### src/rtl/jtdsp16_pkg.sv
// Shared definitions for the JTDSP16 address arithmetic units: post-modify
// encodings, register select codes and the access FSM state encoding.
package jtdsp16_pkg;

    localparam logic [1:0] PM_NONE = 2'b00;
    localparam logic [1:0] PM_INC  = 2'b01;
    localparam logic [1:0] PM_DEC  = 2'b10;
    localparam logic [1:0] PM_J    = 2'b11;

    localparam logic [2:0] RS_R0 = 3'd0;
    localparam logic [2:0] RS_R1 = 3'd1;
    localparam logic [2:0] RS_R2 = 3'd2;
    localparam logic [2:0] RS_R3 = 3'd3;
    localparam logic [2:0] RS_J  = 3'd4;
    localparam logic [2:0] RS_K  = 3'd5;
    localparam logic [2:0] RS_RB = 3'd6;
    localparam logic [2:0] RS_RE = 3'd7;

    typedef enum logic [0:0] {
        ST_IDLE = 1'b0,
        ST_ZWR  = 1'b1
    } yaau_state_t;

endpackage

### src/rtl/jtdsp16_yaau_mod.sv
// Combinational next-pointer calculation shared by the X and Y address units.
// Post-increment wraps from re back to rb when a circular buffer is active.
module jtdsp16_yaau_mod
    import jtdsp16_pkg::*;
#(
    parameter int DW = 16
) (
    input  logic [DW-1:0] ptr,
    input  logic [1:0]    post_mod,
    input  logic          use_k,
    input  logic [DW-1:0] j,
    input  logic [DW-1:0] k,
    input  logic [DW-1:0] rb,
    input  logic [DW-1:0] re,
    output logic [DW-1:0] nxt
);

    localparam logic [DW-1:0] ONE  = {{(DW-1){1'b0}}, 1'b1};
    localparam logic [DW-1:0] ZERO = {DW{1'b0}};

    logic [DW-1:0] step_s;
    logic          circ_hit_s;

    // Select the stride and compute the modified pointer
    always_comb begin
        step_s     = j;
        circ_hit_s = 1'b0;
        nxt        = ptr;
        if (use_k) begin
            step_s = k;
        end else begin
            step_s = j;
        end
        // re=0 disables the circular buffer
        if ((re != ZERO) && (ptr == re)) begin
            circ_hit_s = 1'b1;
        end else begin
            circ_hit_s = 1'b0;
        end
        case (post_mod)
            PM_NONE: nxt = ptr;
            PM_INC: begin
                if (circ_hit_s) begin
                    nxt = rb;
                end else begin
                    nxt = ptr + ONE;
                end
            end
            PM_DEC:  nxt = ptr - ONE;
            PM_J:    nxt = ptr + step_s;
            default: nxt = ptr;
        endcase
    end

endmodule

### src/rtl/jtdsp16_yaau.sv
// Y-space address arithmetic unit: turns read/write/compound requests into
// registered RAM cycles and post-modifies the selected pointer register.
module jtdsp16_yaau
    import jtdsp16_pkg::*;
#(
    parameter int AW = 11,
    parameter int DW = 16
) (
    input  logic          clk,
    input  logic          rst_n,
    input  logic          cen,
    input  logic [1:0]    ptr_sel,
    input  logic [1:0]    post_mod,
    input  logic          acc_rd,
    input  logic          acc_wr,
    input  logic          acc_z,
    input  logic [DW-1:0] wr_data,
    input  logic          reg_load,
    input  logic [2:0]    reg_sel,
    input  logic [DW-1:0] reg_din,
    output logic [DW-1:0] reg_dout,
    output logic [AW-1:0] ram_addr,
    output logic [DW-1:0] ram_din,
    output logic          ram_we,
    output logic          busy
);

    logic [DW-1:0] ptr_r [0:3];
    logic [DW-1:0] j_r;
    logic [DW-1:0] k_r;
    logic [DW-1:0] rb_r;
    logic [DW-1:0] re_r;

    yaau_state_t   state_r;
    yaau_state_t   state_nxt_s;
    logic [AW-1:0] ram_addr_r;
    logic [DW-1:0] ram_din_r;
    logic          ram_we_r;
    logic          busy_r;
    logic [1:0]    zsel_r;
    logic [1:0]    zmod_r;
    logic [DW-1:0] zdata_r;

    logic [AW-1:0] addr_nxt_s;
    logic [DW-1:0] din_nxt_s;
    logic          we_nxt_s;
    logic          busy_nxt_s;
    logic [1:0]    zsel_nxt_s;
    logic [1:0]    zmod_nxt_s;
    logic [DW-1:0] zdata_nxt_s;

    logic          mod_en_s;
    logic [1:0]    mod_sel_s;
    logic [1:0]    mod_pm_s;
    logic          mod_use_k_s;
    logic [DW-1:0] mod_ptr_s;
    logic [DW-1:0] mod_nxt_s;
    logic [DW-1:0] acc_ptr_s;

    assign acc_ptr_s = ptr_r[ptr_sel];
    assign mod_ptr_s = ptr_r[mod_sel_s];

    jtdsp16_yaau_mod #(
        .DW (DW)
    ) u_mod (
        .ptr      (mod_ptr_s),
        .post_mod (mod_pm_s),
        .use_k    (mod_use_k_s),
        .j        (j_r),
        .k        (k_r),
        .rb       (rb_r),
        .re       (re_r),
        .nxt      (mod_nxt_s)
    );

    // Access FSM: next RAM cycle, compound latches and pointer update request
    always_comb begin
        state_nxt_s = state_r;
        addr_nxt_s  = ram_addr_r;
        din_nxt_s   = ram_din_r;
        we_nxt_s    = 1'b0;
        busy_nxt_s  = 1'b0;
        zsel_nxt_s  = zsel_r;
        zmod_nxt_s  = zmod_r;
        zdata_nxt_s = zdata_r;
        mod_en_s    = 1'b0;
        mod_sel_s   = ptr_sel;
        mod_pm_s    = post_mod;
        mod_use_k_s = 1'b0;
        case (state_r)
            ST_IDLE: begin
                if (acc_z) begin
                    addr_nxt_s  = acc_ptr_s[AW-1:0];
                    zsel_nxt_s  = ptr_sel;
                    zmod_nxt_s  = post_mod;
                    zdata_nxt_s = wr_data;
                    busy_nxt_s  = 1'b1;
                    state_nxt_s = ST_ZWR;
                end else if (acc_wr) begin
                    addr_nxt_s = acc_ptr_s[AW-1:0];
                    din_nxt_s  = wr_data;
                    we_nxt_s   = 1'b1;
                    mod_en_s   = 1'b1;
                end else if (acc_rd) begin
                    addr_nxt_s = acc_ptr_s[AW-1:0];
                    mod_en_s   = 1'b1;
                end else begin
                    we_nxt_s = 1'b0;
                end
            end
            ST_ZWR: begin
                // Write-back half of a compound access; the +j code means +k here
                din_nxt_s   = zdata_r;
                we_nxt_s    = 1'b1;
                mod_en_s    = 1'b1;
                mod_sel_s   = zsel_r;
                mod_pm_s    = zmod_r;
                mod_use_k_s = 1'b1;
                state_nxt_s = ST_IDLE;
            end
            default: begin
                state_nxt_s = ST_IDLE;
            end
        endcase
    end

    // Registered RAM interface and FSM state
    always_ff @(posedge clk or negedge rst_n) begin
        if (!rst_n) begin
            state_r    <= ST_IDLE;
            ram_addr_r <= {AW{1'b0}};
            ram_din_r  <= {DW{1'b0}};
            ram_we_r   <= 1'b0;
            busy_r     <= 1'b0;
            zsel_r     <= 2'b00;
            zmod_r     <= 2'b00;
            zdata_r    <= {DW{1'b0}};
        end else if (cen) begin
            state_r    <= state_nxt_s;
            ram_addr_r <= addr_nxt_s;
            ram_din_r  <= din_nxt_s;
            ram_we_r   <= we_nxt_s;
            busy_r     <= busy_nxt_s;
            zsel_r     <= zsel_nxt_s;
            zmod_r     <= zmod_nxt_s;
            zdata_r    <= zdata_nxt_s;
        end
    end

    // Pointer file: an explicit load beats the post-modification
    always_ff @(posedge clk or negedge rst_n) begin
        if (!rst_n) begin
            for (int i = 0; i < 4; i++) begin
                ptr_r[i] <= {DW{1'b0}};
            end
        end else if (cen) begin
            for (int i = 0; i < 4; i++) begin
                if (reg_load && (reg_sel == 3'(i))) begin
                    ptr_r[i] <= reg_din;
                end else if (mod_en_s && (mod_sel_s == 2'(i))) begin
                    ptr_r[i] <= mod_nxt_s;
                end
            end
        end
    end

    // Increment and circular-bound registers, written only by reg_load
    always_ff @(posedge clk or negedge rst_n) begin
        if (!rst_n) begin
            j_r  <= {DW{1'b0}};
            k_r  <= {DW{1'b0}};
            rb_r <= {DW{1'b0}};
            re_r <= {DW{1'b0}};
        end else if (cen && reg_load) begin
            case (reg_sel)
                RS_J:    j_r  <= reg_din;
                RS_K:    k_r  <= reg_din;
                RS_RB:   rb_r <= reg_din;
                RS_RE:   re_r <= reg_din;
                default: j_r  <= j_r;
            endcase
        end
    end

    // Combinational register readback
    always_comb begin
        reg_dout = {DW{1'b0}};
        case (reg_sel)
            RS_R0:   reg_dout = ptr_r[0];
            RS_R1:   reg_dout = ptr_r[1];
            RS_R2:   reg_dout = ptr_r[2];
            RS_R3:   reg_dout = ptr_r[3];
            RS_J:    reg_dout = j_r;
            RS_K:    reg_dout = k_r;
            RS_RB:   reg_dout = rb_r;
            RS_RE:   reg_dout = re_r;
            default: reg_dout = {DW{1'b0}};
        endcase
    end

    assign ram_addr = ram_addr_r;
    assign ram_din  = ram_din_r;
    assign ram_we   = ram_we_r;
    assign busy     = busy_r;

endmodule
### config.mk
export PLATFORM = sky130hd
export DESIGN_NAME = jtdsp16_yaau
export DESIGN_NICKNAME = d
export VERILOG_FILES = /design/src/rtl/jtdsp16_pkg.sv /design/src/rtl/jtdsp16_yaau_mod.sv /design/src/rtl/jtdsp16_yaau.sv
export SDC_FILE = /design/constraint.sdc
export NUM_CORES = 1
export LEC_CHECK = 0
export ABC_CLOCK_PERIOD_IN_PS = 6800
export CAP_MARGIN = 5
export CORE_UTILIZATION = 30
export CTS_CLUSTER_SIZE = 24
export DETAILED_ROUTE_END_ITERATION = 10
export PLACE_DENSITY_LB_ADDON = 0.12
export SKIP_LAST_GASP = 1
export SYNTH_ARGS = -nofsm -noshare
export SYNTH_HDL_FRONTEND = slang
export SYNTH_SLANG_ARGS = --single-unit
### constraint.sdc
create_clock -name clk -period 6.8 [get_ports clk]
set_input_delay 0.68 -clock clk [delete_from_list [all_inputs] [get_ports clk]]
set_output_delay 0.68 -clock clk [all_outputs]
set_load 0.005 [all_outputs]
==> impl_metrics.tcl <==
set metrics [dict create \
    outcome "finished clean" \
    drv_cap 0 \
    start_util 0.306 \
    cts_buffers 17 \
    async_flop_share 1.00 \
    setup-violations-final 0 \
    drc 0 \
    ys_ff_latch 177 \
    path_cells "clkdlybuf4s50_1 -> mux2i_2 -> buf_4 -> mux2i_1 -> xor2_1 -> or4_1 -> or4_1 -> mux2i_1 -> a221oi_1 -> nor3_1 -> o31ai_1" \
    synthDistinctLibCells 72 \
    fp.dieH_um 199 \
    cts_setup_buffers 0 \
    hpwl_um 33800 \
    ant_nets 0 \
    hold_viol 0 \
    grt_pass1_wl_um 68600 \
    cp-end-kind "register" \
    dieArea_um2 39400 \
    wl_met1_um 20700 \
    routed.top_layer "met4" \
    netlist_instances 1212 \
    dr.pass1.iters 8 \
    fin_setup_tns_ns 0 \
    gp_congestion 0.931 \
    synth_edf_count 0 \
    power_leakage_nw 5.80 \
    worstMarginPinSlew_ns 1.21 \
    avgSynthCellArea_um2 9.57 \
    drive_gt1_frac 0.159 \
    crit_path_max_incr_delay_ns 0.79 \
    avgViaCountPerCell 5.69 \
    cts_tree "done" \
    antenna_found_initial 0 \
    fmax_ghz 0.190 \
    cts-root-buf "clkbuf_16" \
    critPathSlowestCell "or4_1" \
    antenna_cells 0 \
    wl_met2_um 21600 \
    powerDensity_nw_per_um2 385 \
    yosysTopAreaCellShare 0.382 \
    clk_pin_slew_worst_paths_ns 0.07 \
    via_count 10200 \
    grt_max_degree 69 \
    area_growth_syn_to_layout_pct 17.5 \
    crit_type "in -> reg" \
    synth_largest_area_cell "dfrtp_1" \
    met3_length_um 2360 \
    synth.net_count 1273 \
    die_w_um 199 \
    yosysSeqAreaShare 0.382 \
    num_rows 71 \
    finClkSkew_ns 0.0131 \
    startpoint_type "input port" \
    dp_cells 1763 \
    hold_class "in -> async" \
    clockBufferDepth 2 \
    cp.required_ns 7.17 \
    final_max_slew_viol_count 0 \
    rsz0062_at_grt "no" \
    pin_count 91 \
    synth_flop_cell "dfrtp_1" \
    cts_hold_buf 0 \
    path_max_fanout 11 \
    drtIter0Drc 927 \
    synthTopCellsByArea "dfrtp_1, mux2_2, mux2i_1" \
    period_needed_ns 5.25 \
    arrival_ns 5.62 \
    portBuffers 90 \
    ir_drop_v 0.000205 \
    final_cells 1793 \
    drt-total-wl_um 46000 \
    finalCritPeriodShare 0.773 \
    cts_resized 0 \
    grt_pass1_vias 9999 \
    place_area_um2 13100 \
    fin_util 0.360 \
    nNetsFinal 1332 \
    core_region_area_um2 37800 \
    clock-sinks 177 \
    fin_total_pwr_mw 5.24 \
    ys_warn_count 0 \
    htree_num_levels 4 \
    globalRouteOverflowTotal 0 \
    synthesis.area_um2 11600 \
    max_slew_margin 0.191 \
    wl_per_cell_um 25.6 \
    final_cell_area_um2 13600 \
    grt_usage 0.241 \
    fillers 3915 \
    clock_latency_ns 0.47 \
]
## cell families (layout without fill, tap and decap cells)
logic type / after synthesis / in the layout / synth area share
AO/OA/AOI/OAI: 291 / 291 / 0.168
XOR/XNOR: 35 / 35 / 0.0264
adder cells (fa/ha/maj): 15 / 15 / 0.0162
buffers and inverters: 110 / 180 / 0.0376
flip-flops: 177 / 177 / 0.382
multiplexers: 210 / 210 / 0.215
AND/OR/NAND/NOR: 374 / 374 / 0.155
## sequential cells by signal, summed over array words and instances, names as in the netlist, 2 cells and up
register / flops
ptr_r: 64
j_r: 16
k_r: 16
ram_din: 16
rb_r: 16
re_r: 16
zdata_r: 16
ram_addr: 11
zmod_r: 2
zsel_r: 2
## area by class of cell
cell class                      count  area [µm²]  share of cell area
Inverter                           31         116             0.00855
Sequential cell                   177        4430               0.325
Multi-Input combinational cell    925        6770               0.497
Clock inverter                     12         111             0.00818
Tap cell                          511         639              0.0470
Timing Repair Buffer              119        1110              0.0813
Clock buffer                       18         439              0.0323
## layout by cell type, fill, tap and decap left out, drive strengths merged, types with 21 or more instances in the layout
cell type | Yosys | layout
nor2 | 86 | 86
inv | 29 | 31
nand3 | 46 | 46
o21ai | 86 | 86
and3 | 34 | 34
buf | 17 | 32
xnor2 | 25 | 25
mux2i | 92 | 92
mux4 | 21 | 21
a21oi | 48 | 48
clkdlybuf4s50 | 0 | 86
mux2 | 97 | 97
a221oi | 24 | 24
dfrtp | 177 | 177
nand2 | 116 | 116
nor3 | 25 | 25
## worst max-delay path, delay by kind of cell
family                 cells  cell delay (ns)
buffers and inverters      2             1.05
XOR/XNOR                   1             0.17
multiplexers               3             1.40
AND/OR/NAND/NOR            3             1.45
AO/OA/AOI/OAI              2             0.85
## power breakdown
part           leakage [nW]  switching, mW  internal, mW
Sequential             2.17          0.407          1.40
Clock                 0.258          0.464         0.510
Combinational          3.38           1.33          1.12
Total                  5.80           2.20          3.04
## worst paths after layout
kind	startpoint	to	slack, ns	depth (start not counted)
worst max-delay path	ptr_sel[0]	ptr_r[10]	1.55	11
worst min-delay path	rst_n	ram_addr[2]	0.20	1
worst max register to register	state_r	ptr_r[10]	1.79	10
worst min register to register	ram_din[11]	ram_din[11]	0.48	2
max in group asynchronous	rst_n	j_r[12]	5.28	2
min in group clk	ram_din[11]	ram_din[11]	0.48	2
## metrics by stage
| step | hold slack [ns] | worst slack [ns] |
|---|---|---|
| after floorplan | 0.384 | 2.56 |
| after global placement | 0.463 | 1.21 |
| after detailed placement | 0.473 | 1.09 |
| after CTS | 0.217 | 1.57 |
| after global routing | 0.239 | 1.21 |
| final | 0.196 | 1.55 |
## layer usage
metal  GRT usage  vias to the layer above
met5           0                        -
met4      0.0895                        0
met3      0.0334                       69
met2       0.392                      375
met1       0.324                     5150
li1            -                     4616
## cells in the mapped netlist (7+ instances only)
cell and instances:
nor3_1 25, o21ai_0 80, a211oi_1 12, dfrtp_1 177, a21o_1 18, o31ai_1 19, o211ai_1 9, xnor2_1 25
nand3_1 46, inv_1 29, buf_1 8, mux4_2 21, nand2_1 116, mux2i_1 90, mux2_2 97, a21oi_1 47
or3_1 7, a22o_1 9, a21boi_0 7, xor2_1 10, nor2b_1 7, nand2b_1 10, and3_1 34, nor2_1 86
a221oi_1 24, nor4_1 8, clkbuf_1 62, ha_1 15, a31oi_1 11
Note: power is estimated with default switching activity, not from simulation.
